### src/rtl/demux_pkg.sv
// Shared route-code constants and slot state encoding for the 1:2 stream demultiplexer.
package demux_pkg;

   localparam int unsigned SEL_W = 2;
   localparam int unsigned CNT_W = 8;

   localparam logic [SEL_W-1:0] SEL_A    = 2'b00;
   localparam logic [SEL_W-1:0] SEL_B    = 2'b01;
   localparam logic [SEL_W-1:0] SEL_BOTH = 2'b10;
   localparam logic [SEL_W-1:0] SEL_DROP = 2'b11;

   typedef enum logic {
      ST_EMPTY = 1'b0,
      ST_FULL  = 1'b1
   } slot_state_t;

   // Route code steers a beat into output A (either alone or as part of a broadcast).
   function automatic logic sel_hits_a(input logic [SEL_W-1:0] sel);
      return (sel == SEL_A) || (sel == SEL_BOTH);
   endfunction

   function automatic logic sel_hits_b(input logic [SEL_W-1:0] sel);
      return (sel == SEL_B) || (sel == SEL_BOTH);
   endfunction

endpackage

### src/rtl/demux_slot.sv
// One-entry output holding register: EMPTY/FULL with same-edge drain and refill.
module demux_slot
   import demux_pkg::*;
#(
   parameter int unsigned WIDTH = 16
) (
   input  logic             clk,
   input  logic             rst_n,
   input  logic             load,
   input  logic [WIDTH-1:0] data_in,
   input  logic             ready,
   output logic             valid,
   output logic [WIDTH-1:0] data_out,
   output logic             can_take_c,
   output logic             fire_c
);

   slot_state_t      state_q, state_d;
   logic [WIDTH-1:0] data_q, data_d;

   always_ff @(posedge clk or negedge rst_n) begin
      if (!rst_n) begin
         state_q <= ST_EMPTY;
         data_q  <= '0;
      end else begin
         state_q <= state_d;
         data_q  <= data_d;
      end
   end

   // A load always wins over a drain so the new payload replaces the departing one.
   always_comb begin
      state_d = state_q;
      data_d  = data_q;
      case (state_q)
         ST_EMPTY: begin
            if (load) begin
               state_d = ST_FULL;
               data_d  = data_in;
            end
         end
         ST_FULL: begin
            if (load) begin
               data_d = data_in;
            end else if (ready) begin
               state_d = ST_EMPTY;
            end
         end
         default: state_d = ST_EMPTY;
      endcase
   end

   assign valid      = (state_q == ST_FULL);
   assign data_out   = data_q;
   assign can_take_c = (state_q == ST_EMPTY) || ready;
   assign fire_c     = (state_q == ST_FULL) && ready;

endmodule

### src/rtl/demux1_2.sv
// Registered 1-to-2 stream demultiplexer with per-output holding slots.
// Optional delivered-beat counters CntA/CntB are built when DEMUX1_2_CNT_EN is defined.
module demux1_2
   import demux_pkg::*;
#(
   parameter int unsigned WIDTH = 16
) (
   input  logic             clk,
   input  logic             rst_n,
   input  logic [WIDTH-1:0] InData,
   input  logic [SEL_W-1:0] InSel,
   input  logic             InValid,
   output logic             InReady,
   output logic [WIDTH-1:0] OutA,
   output logic             OutAValid,
   input  logic             OutAReady,
   output logic [WIDTH-1:0] OutB,
   output logic             OutBValid,
   input  logic             OutBReady
`ifdef DEMUX1_2_CNT_EN
   ,
   output logic [CNT_W-1:0] CntA,
   output logic [CNT_W-1:0] CntB
`endif
);

   logic can_take_a, can_take_b;
   logic fire_a, fire_b;
   logic accept;
   logic load_a, load_b;

   // Broadcast needs both slots free so it never loads only one side.
   always_comb begin
      InReady = 1'b1;
      case (InSel)
         SEL_A:    InReady = can_take_a;
         SEL_B:    InReady = can_take_b;
         SEL_BOTH: InReady = can_take_a && can_take_b;
         SEL_DROP: InReady = 1'b1;
         default:  InReady = 1'b1;
      endcase
   end

   assign accept = InValid && InReady;
   assign load_a = accept && sel_hits_a(InSel);
   assign load_b = accept && sel_hits_b(InSel);

   demux_slot #(.WIDTH(WIDTH)) u_slot_a (
      .clk        (clk),
      .rst_n      (rst_n),
      .load       (load_a),
      .data_in    (InData),
      .ready      (OutAReady),
      .valid      (OutAValid),
      .data_out   (OutA),
      .can_take_c (can_take_a),
      .fire_c     (fire_a)
   );

   demux_slot #(.WIDTH(WIDTH)) u_slot_b (
      .clk        (clk),
      .rst_n      (rst_n),
      .load       (load_b),
      .data_in    (InData),
      .ready      (OutBReady),
      .valid      (OutBValid),
      .data_out   (OutB),
      .can_take_c (can_take_b),
      .fire_c     (fire_b)
   );

`ifdef DEMUX1_2_CNT_EN
   logic [CNT_W-1:0] cnt_a_q, cnt_b_q;

   // Delivered-beat counters wrap naturally at 8 bits.
   always_ff @(posedge clk or negedge rst_n) begin
      if (!rst_n) begin
         cnt_a_q <= '0;
         cnt_b_q <= '0;
      end else begin
         if (fire_a) cnt_a_q <= cnt_a_q + CNT_W'(1);
         if (fire_b) cnt_b_q <= cnt_b_q + CNT_W'(1);
      end
   end

   assign CntA = cnt_a_q;
   assign CntB = cnt_b_q;
`else
   // Handshake strobes only feed the counters; keep them tied off otherwise.
   logic unused_fire;
   assign unused_fire = fire_a ^ fire_b;
`endif

endmodule

### config.mk
export PLATFORM = sky130hd
export DESIGN_NAME = demux1_2
export DESIGN_NICKNAME = d
export VERILOG_FILES = /design/src/rtl/demux_pkg.sv /design/src/rtl/demux_slot.sv /design/src/rtl/demux1_2.sv
export SDC_FILE = /design/constraint.sdc
export NUM_CORES = 1
export LEC_CHECK = 0
export CAP_MARGIN = 0
export CORE_ASPECT_RATIO = 2
export CORE_UTILIZATION = 46
export CTS_CLUSTER_DIAMETER = 200
export CTS_CLUSTER_SIZE = 28
export DETAILED_ROUTE_END_ITERATION = 12
export PLACE_DENSITY = 0.83
export SLEW_MARGIN = 10
export SYNTH_ARGS = -nofsm -noshare
export SYNTH_HDL_FRONTEND = slang
export SYNTH_HIERARCHICAL = 1
export SYNTH_SLANG_ARGS = --single-unit
### constraint.sdc
create_clock -name clk -period 4.5 [get_ports clk]
set_clock_uncertainty 0.05 [all_clocks]
set_input_delay 0.9 -clock clk [delete_from_list [all_inputs] [get_ports clk]]
set_output_delay 0.9 -clock clk [all_outputs]
set_load 0.005 [all_outputs]
## Yosys cells after proc, flatten, opt, wreduce, memory -nomap -nowiden

Cells that the tools add are included.

| word-level totals | value |
|---|---|
| input bits | 23 |
| register bits after elaboration | 34 |

| operators by class | value |
|---|---|
| bitwise logic cells | 2 |
| multiplexer cells | 11 |
| equal/unequal tests | 3 |
| reduce and logical (&&, ||, !) cells | 9 |

Operators by type and width:

| kind | count |
|---|---|
| 16-bit 2-to-1 mux | 2 |
| 1-bit 2-to-1 mux | 6 |
| 2-bit equality test, second input constant | 2 |
| 1-bit logical AND | 4 |
| 1-bit logical OR | 4 |
| 1-bit one-hot mux with 2 select lines | 2 |
| 1-bit one-hot mux with 4 select lines | 1 |
| 2-bit by 1-bit equality test with 1-bit output, second input constant | 1 |
| 2-bit logical NOT | 1 |
| 1-bit NOT | 2 |

## Depth between registers and ports, before layout

Gate-level depths: netlist (run 1).

| logic depth | value |
|---|---|
| depth after elaboration | 8 |
| gate-level depth with buffers | 8 |
| mapped depth without buffers | 6 |

## By module

The synthesis (run 1) kept the hierarchy.

Modules (own cells, without submodules):

| module | instances | area an instance (µm²) | sequential area each (µm²) | cells an instance |
|---|---|---|---|---|
| demux_slot | 2 | 689.4 | 425.4 | 38 |
| demux1_2 | 1 | 136.4 | 0.0 | 19 |

## Worst setup path after synthesis (run 1)

OpenSTA, ideal clock, no wires.

| timing | value |
|---|---|
| path type | input to output |
| from | input InSel[0] |
| to | output InReady |
| path buffers | 0 |
| stages | 4 |
| required time | 3.550 ns |
| arrival | 1.502 ns |
| slack | 2.048 ns |
| cells stage by stage | inv_1 ha_1 mux2i_1 o21ai_0 |

| on the way | value |
|---|---|
| word-level cells in the longest chain between the ends | 2 |
| elaborated cells between the ends (all ways) | 5 |
| those cells by class | 3 x eq/ne; 1 x mux; 1 x reduce/logical |

RTL lines:

| item | RTL line | RTL |
|---|---|---|
| start: declaration | demux1_2.sv:11 | `input logic [SEL_W-1:0] InSel,` |
| 2-bit equality test (tied with other cells) | demux1_2.sv:35 | `case (InSel)` |
| 1-bit one-hot mux with 4 select lines (*) | demux1_2.sv:35 |  |
| end: declaration | demux1_2.sv:13 | `output logic InReady,` |

Every way passes the cells marked *; elsewhere a longest branch is shown, timed or not.

## Worst setup path after layout (run 1)

Ends and elaborated chain as after synthesis.

==> results of run 1 <==
==> layer usage <==
metal  vias to the layer above  track usage [%]
li1                        444                -
met1                       487             22.6
met2                        38             38.0
met3                         7             6.09
met4                         0             9.38
met5                         -                0
==> sequential cells by signal, indices dropped and copies added, names as in the netlist <==
signal,flops
u_slot_b/data_out,16
u_slot_a/data_out,16
u_slot_b/valid,1
u_slot_a/valid,1
==> layout make-up <==
class	count	area [um2]	area share (%)
clock buffers	7	86.3	3.98
well taps	31	38.8	1.79
repair buffers	60	593	27.3
clock inverters	1	5.00	0.231
flip-flops and latches	34	851	39.2
inverters	5	18.8	0.865
multi-input cells	50	577	26.6
==> final timing paths <==
check,slack (ns),cells after the start,startpoint,to
max in group asynchronous,3.13,2,rst_n,u_slot_b/data_out[1]$_DFFE_PN0P_
min,0.46,1,u_slot_a/data_out[11]$_DFFE_PN0P_,u_slot_a/data_out[11]$_DFFE_PN0P_
min in group asynchronous,0.97,2,rst_n,u_slot_a/data_out[2]$_DFFE_PN0P_
max reg2reg,2.76,6,u_slot_a/valid$_DFF_PN0_,u_slot_a/data_out[9]$_DFFE_PN0P_
min reg2reg,0.46,1,u_slot_a/data_out[11]$_DFFE_PN0P_,u_slot_a/data_out[11]$_DFFE_PN0P_
max,0.94,7,InSel[0],InReady
==> critical path: cells and delay by family <==
family          cells  cell delay, ns
buf+inv             4            1.20
compound gates      2            0.25
fa+ha+maj           1            0.26
==> through the flow <==
step / power (uW) / area [um2] / setup slack [ns] / hold slack [ns] / instances
5_1_grt: 1090 / 2170 / 0.818 / 0.479 / 188
2_1_floorplan: 584 / 1500 / 2.05 / 0.455 / 93
3_3_place_gp: 796 / 2080 / 1.04 / 0.439 / 180
6_report: 1030 / 2170 / 0.940 / 0.460 / 188
4_1_cts: 1050 / 2170 / 0.918 / 0.471 / 188
3_5_place_dp: 812 / 2080 / 0.919 / 0.449 / 180
==> where the power goes <==
group / total, uW / switching (uW) / internal (uW)
sequential: 441 / 49.9 / 391
clock: 227 / 104 / 123
combinational: 364 / 104 / 261
==> out/metrics.json, run 1 <==
{
  "chipWidth": {"value": 42.4, "unit": "um"},
  "max-cap-violations": {"value": 0},
  "critical_path.max_stage_delay": {"value": 0.52, "unit": "ns"},
  "ant_diodes": {"value": 0},
  "post_cts.resized_instances": {"value": 0},
  "design.core.area": {"value": 0.00316, "unit": "mm2"},
  "clock_insertion_delay_worst_skew": {"value": 0.28, "unit": "ns"},
  "grt_setup_unrepaired": {"value": "false"},
  "postRouteAntennaNets": {"value": 0},
  "worst_ep_arrival_time": {"value": 2.61, "unit": "ns"},
  "antenna_found_initial": {"value": 0},
  "cts.htree.levels": {"value": 2},
  "relSlewSlack": {"value": 72.2, "unit": "%"},
  "cellPowerDensity": {"value": 476, "unit": "mW/mm2"},
  "hold_viol_final": {"value": 0},
  "vias_in_the_first_global_route": {"value": 1181},
  "critPathKind": {"value": "in -> out"},
  "worst_setup_path_start_kind": {"value": "input pin"},
  "die_area": {"value": 0.00351, "unit": "mm2"},
  "final.period_utilization": {"value": 79.1, "unit": "%"},
  "layout_common_cells": {"value": "sky130_fd_sc_hd__clkdlybuf4s50_1, sky130_fd_sc_hd__dfrtp_1, sky130_fd_sc_hd__mux2_4, sky130_fd_sc_hd__mux2_2, sky130_fd_sc_hd__clkbuf_8"},
  "synthesis.area_per_instance": {"value": 16.2, "unit": "um2"},
  "clockRootBuffer": {"value": "sky130_fd_sc_hd__clkbuf_8"},
  "yosys_warnings": {"value": 6},
  "final_max_slew_viol_count": {"value": 0},
  "final_common_cell": {"value": "sky130_fd_sc_hd__clkdlybuf4s50_1"},
  "fmaxAchievable": {"value": 281, "unit": "MHz"},
  "vdd.ir_drop.worst": {"value": 0.000401, "unit": "V"},
  "placementRows": {"value": 29},
  "area_growth": {"value": 44.4, "unit": "%"},
  "ctsLongestPathBuffers": {"value": 2},
  "clk_pin_slew_worst_paths": {"value": 0.06, "unit": "ns"},
  "post_synth_inst_count": {"value": 93},
  "place_hpwl": {"value": 2.40, "unit": "mm"},
  "detail_route.wirelength.met1": {"value": 1.16, "unit": "mm"},
  "vias_per_cell": {"value": 5.19},
  "worstPathRequired": {"value": 3.55, "unit": "ns"},
  "initial_utilization": {"value": 47.6, "unit": "%"},
  "syn-num-nets": {"value": 120},
  "nFillCells": {"value": 226},
  "chip_height": {"value": 82.8, "unit": "um"},
  "pin_count_of_the_biggest_net_entering_global_routing": {"value": 35},
  "worstMarginPinSlew": {"value": 0.417, "unit": "ns"},
  "fin_setup_tns": {"value": 0, "unit": "ns"},
  "path_type_of_the_worst_min_delay_path": {"value": "reg -> reg"},
  "finish.utilization": {"value": 68.7, "unit": "%"},
  "grt_first_pass_wirelength": {"value": 5.66, "unit": "mm"},
  "cts_num_sinks": {"value": 34},
  "portBuffers": {"value": 57},
  "crit_path_cell_trace": {"value": "clkdlybuf4s50_1, inv_1, ha_1, inv_1, a22oi_1, o21ai_0, clkdlybuf4s50_1"},
  "floorplan.io_pins": {"value": 58},
  "final.min_clock_period": {"value": 3.56, "unit": "ns"},
  "num-nets-final": {"value": 183},
  "grt_util_all_layers": {"value": 21.5, "unit": "%"},
  "dr.pass1.iters": {"value": 6},
  "setup_viol": {"value": 0},
  "post-route-drc-count": {"value": 0},
  "route.final.wire_length": {"value": 3.34, "unit": "mm"},
  "clock_tree_from_tritoncts": {"value": "yes"},
  "route.met3.wl": {"value": 196, "unit": "um"},
  "route.met2.wl": {"value": 1.90, "unit": "mm"},
  "cp_slowest_cell": {"value": "sky130_fd_sc_hd__clkdlybuf4s50_1"},
  "cts_made_buffers": {"value": 5},
  "final_layout_size_suffix_gt1_share": {"value": 28.0, "unit": "%"},
  "cts.hold.buffers_added": {"value": 0},
  "topRoutingLayerUsed": {"value": "met4"},
  "grt_overflow": {"value": 0},
  "gpl.final_weighted_congestion": {"value": 0.678},
  "cellLeakagePower": {"value": 0.000963, "unit": "uW"},
  "crit_fanout": {"value": 4},
  "synthesis.area": {"value": 0.00150, "unit": "mm2"},
  "wl_per_cell": {"value": 17.7, "unit": "um"},
  "post_cts_repair_timing_setup_buffer_count": {"value": 0},
  "result_of_the_run": {"value": "finished clean"},
  "detailroute.via_count": {"value": 976},
  "first_iter_violations": {"value": 30},
  "cp-end-kind": {"value": "output port"}
}
No activity file was read; power rests on OpenSTA's default activity.
==> inputs of run 2 (changes only) <==
- CORE_UTILIZATION: 46 -> 39
- PLACE_DENSITY: 0.83 -> 0.75
- clock period: 4.5 -> 3.21 ns (I/O delays scaled with it)
==> run 2 against run 1 <==
Register-to-register slack worse by 1.3 ns. Utilization is 8.8 points lower. Clock power grew 33%. Combinational power rose by 38%. Clock-buffer cell count is 1 lower. Sequential share of layout area is 0.25 points lower. Routed wire length decreased by 4.6%. Sequential power rose by 40%.
==> out/metrics.json, run 2 (synthesis results as in run 1) <==
{
  "result_of_the_run": {"value": "finished clean", "change": "unchanged"},
  "layout_setup_ws": {"value": 0.107, "unit": "ns", "change": "was 0.940 ns"},
  "final.period_utilization": {"value": 96.7, "unit": "%"},
  "worstMarginPinSlew": {"value": 0.414, "unit": "ns", "change": "was 0.417 ns"},
  "final_layout_size_suffix_gt1_share": {"value": 27.7, "unit": "%", "change": "was 28.0%"},
  "portBuffers": {"value": 57, "change": "unchanged"},
  "critPathKind": {"value": "in -> out", "change": "unchanged"},
  "cell_internal_pwr": {"value": 1080, "unit": "uW", "change": "was 775 uW"},
  "route.met2.wl": {"value": 1.72, "unit": "mm", "change": "was 1.90 mm"},
  "detail_route.wirelength.met1": {"value": 1.23, "unit": "mm", "change": "was 1.16 mm"},
  "final_common_cell": {"value": "sky130_fd_sc_hd__clkdlybuf4s50_1", "change": "unchanged"},
  "detailroute.via_count": {"value": 953, "change": "was 976"},
  "finish.utilization": {"value": 59.9, "unit": "%", "change": "was 68.7%"},
  "worst_setup_path_start_kind": {"value": "input pin", "change": "unchanged"},
  "num-nets-final": {"value": 183, "change": "unchanged"},
  "die_area": {"value": 0.00412, "unit": "mm2", "change": "was 0.00351 mm2"},
  "post_cts.resized_instances": {"value": 0, "change": "unchanged"},
  "pin_count_of_the_biggest_net_entering_global_routing": {"value": 35, "change": "unchanged"},
  "path_type_of_the_worst_min_delay_path": {"value": "reg -> reg", "change": "unchanged"},
  "cellPowerDensity": {"value": 651, "unit": "mW/mm2", "change": "was 476 mW/mm2"},
  "cellLeakagePower": {"value": 0.000958, "unit": "uW", "change": "was 0.000963 uW"},
  "clk_pin_slew_worst_paths": {"value": 0.06, "unit": "ns", "change": "about the same"},
  "cts.hold.buffers_added": {"value": 0, "change": "unchanged"},
  "cts_num_sinks": {"value": 34, "change": "unchanged"},
  "vias_in_the_first_global_route": {"value": 1106, "change": "was 1181"},
  "route.final.wire_length": {"value": 3.18, "unit": "mm", "change": "was 3.34 mm"},
  "final.min_clock_period": {"value": 3.10, "unit": "ns"},
  "ant_diodes": {"value": 0, "change": "unchanged"},
  "relSlewSlack": {"value": 72.4, "unit": "%", "change": "was 72.2%"},
  "design.core.area": {"value": 0.00365, "unit": "mm2", "change": "was 0.00316 mm2"},
  "dr.pass1.iters": {"value": 5, "change": "was 6"},
  "place_hpwl": {"value": 2.27, "unit": "mm", "change": "was 2.40 mm"},
  "route.met3.wl": {"value": 170, "unit": "um", "change": "was 196 um"},
  "post-route-drc-count": {"value": 0, "change": "unchanged"},
  "max-cap-violations": {"value": 0, "change": "unchanged"},
  "initial_utilization": {"value": 41.2, "unit": "%", "change": "was 47.6%"},
  "hold_viol_final": {"value": 0, "change": "unchanged"},
  "chipWidth": {"value": 45.9, "unit": "um", "change": "was 42.4 um"},
  "post-route-cell-area": {"value": 0.00218, "unit": "mm2", "change": "was 0.00217 mm2"},
  "vdd.ir_drop.worst": {"value": 0.000416, "unit": "V", "change": "was 0.000401 V"},
  "vias_per_cell": {"value": 4.67, "change": "was 5.19"},
  "ctsLongestPathBuffers": {"value": 2, "change": "unchanged"},
  "sequential_power_share": {"value": 43.4, "unit": "%", "change": "was 42.7%"},
  "share_clk_of_total_power": {"value": 21.2, "unit": "%", "change": "was 22.0%"},
  "chip_height": {"value": 89.8, "unit": "um", "change": "was 82.8 um"},
  "floorplan.io_pins": {"value": 58, "change": "unchanged"},
  "cts_made_buffers": {"value": 5, "change": "unchanged"},
  "gpl.final_weighted_congestion": {"value": 0.689, "change": "was 0.678"},
  "worstHoldPathCells": {"value": 1, "change": "unchanged"},
  "combinationalPowerShare": {"value": 35.3, "unit": "%", "change": "about the same"},
  "crit_fanout": {"value": 4, "change": "unchanged"},
  "grt_setup_unrepaired": {"value": "false", "change": "unchanged"},
  "layout_common_cells": {"value": "sky130_fd_sc_hd__clkdlybuf4s50_1, sky130_fd_sc_hd__dfrtp_1, sky130_fd_sc_hd__mux2_4, sky130_fd_sc_hd__mux2_2, sky130_fd_sc_hd__clkbuf_8", "change": "unchanged"},
  "final_max_slew_viol_count": {"value": 0, "change": "unchanged"},
  "wl_per_cell": {"value": 15.6, "unit": "um", "change": "was 17.7 um"},
  "topRoutingLayerUsed": {"value": "met4", "change": "unchanged"},
  "first_iter_violations": {"value": 16, "change": "was 30"},
  "cts.htree.levels": {"value": 2, "change": "unchanged"},
  "clock_tree_from_tritoncts": {"value": "yes", "change": "unchanged"},
  "post_cts_repair_timing_setup_buffer_count": {"value": 0, "change": "unchanged"},
  "placementRows": {"value": 31, "change": "was 29"},
  "switching_share": {"value": 24.1, "unit": "%", "change": "was 24.9%"},
  "cp-end-kind": {"value": "output port", "change": "unchanged"},
  "fin_setup_tns": {"value": 0, "unit": "ns", "change": "unchanged"},
  "worst_ep_arrival_time": {"value": 2.41, "unit": "ns", "change": "was 2.61 ns"},
  "grt_first_pass_wirelength": {"value": 5.34, "unit": "mm", "change": "was 5.66 mm"},
  "clockRootBuffer": {"value": "sky130_fd_sc_hd__clkbuf_8", "change": "unchanged"},
  "worstPathRequired": {"value": 2.52, "unit": "ns", "change": "was 3.55 ns"},
  "place_area": {"value": 0.00210, "unit": "mm2", "change": "was 0.00208 mm2"},
  "setup_viol": {"value": 0, "change": "unchanged"},
  "antenna_found_initial": {"value": 0, "change": "unchanged"},
  "grt_util_all_layers": {"value": 17.8, "unit": "%", "change": "was 21.5%"},
  "fmaxAchievable": {"value": 322, "unit": "MHz"},
  "grt_overflow": {"value": 0, "change": "unchanged"},
  "r2r_cells": {"value": 6, "change": "unchanged"},
  "placement.setup.worst_slack": {"value": 0.153, "unit": "ns", "change": "was 0.919 ns"},
  "clock_insertion_delay_worst_skew": {"value": 0.27, "unit": "ns", "change": "was 0.28 ns"},
  "area_growth": {"value": 45.3, "unit": "%", "change": "was 44.4%"},
  "p_switching": {"value": 343, "unit": "uW", "change": "was 258 uW"},
  "postRouteAntennaNets": {"value": 0, "change": "unchanged"}
}
-- run 2: cell count changes in the layout (fill, tap and decap cells not counted), sizes merged --
| cell | change |
|---|---|
| clkbuf | -1 |
| clkinv | -1 |
-- run 2: final timing paths --
kind / start / to / slack (ns)
max in group asynchronous: rst_n / u_slot_a/valid$_DFF_PN0_ / 2.10
max: InSel[0] / InReady / 0.11
min reg2reg: u_slot_b/data_out[4]$_DFFE_PN0P_ / u_slot_b/data_out[4]$_DFFE_PN0P_ / 0.46
min in group asynchronous: rst_n / u_slot_b/data_out[6]$_DFFE_PN0P_ / 0.72
max reg2reg: u_slot_a/valid$_DFF_PN0_ / u_slot_a/data_out[15]$_DFFE_PN0P_ / 1.50
min: u_slot_b/data_out[4]$_DFFE_PN0P_ / u_slot_b/data_out[4]$_DFFE_PN0P_ / 0.46
-- run 2: layout make-up --
| type | count | area (um2) |
|---|---|---|
| Tap cell | 49 | 61.3 |
| Multi-Input combinational cell | 50 | 577 |
| Timing Repair Buffer | 60 | 593 |
| Inverter | 5 | 18.8 |
| Fill cell | 311 | 1460 |
| Sequential cell | 34 | 851 |
| Clock buffer | 6 | 82.6 |
-- run 2: layer usage --
metal / GRT usage, % / vias to the layer above
met4: 8.09 / 0
met3: 5.22 / 5
met2: 29.0 / 37
met5: 0 / -
li1: - / 440
met1: 20.2 / 471
-- run 2: power groups by stage --
| stage | clock network [uW] | logic (uW) | registers [uW] |
|---|---|---|---|
| floorplan | 0 | 193 | 626 |
| global placement | 0 | 499 | 617 |
| detailed placement | 0 | 504 | 626 |
| CTS | 314 | 509 | 620 |
| global route | 333 | 534 | 633 |
| finish | 302 | 503 | 617 |
-- run 2: stage by stage --
step / cells / hold WS [ns] / total power [uW]
2_1_floorplan: 93 / 0.296 / 818
3_3_place_gp: 198 / 0.441 / 1120
3_5_place_dp: 198 / 0.448 / 1130
4_1_cts: 204 / 0.466 / 1440
5_1_grt: 204 / 0.480 / 1500
6_report: 204 / 0.462 / 1420
-- run 2: critical path, stage by stage --
cell and delay (ns):
sky130_fd_sc_hd__clkdlybuf4s50_1 0.53, sky130_fd_sc_hd__inv_1 0.09, sky130_fd_sc_hd__ha_1 0.26, sky130_fd_sc_hd__inv_1 0.08, sky130_fd_sc_hd__a22oi_1 0.08, sky130_fd_sc_hd__o21ai_0 0.19
sky130_fd_sc_hd__clkdlybuf4s50_1 0.52
==> inputs of run 3 (changes only) <==
- CAP_MARGIN: 0 -> 20
==> results of run 3 <==
The final DEF is identical to that of run 2; final timing and power are the same.
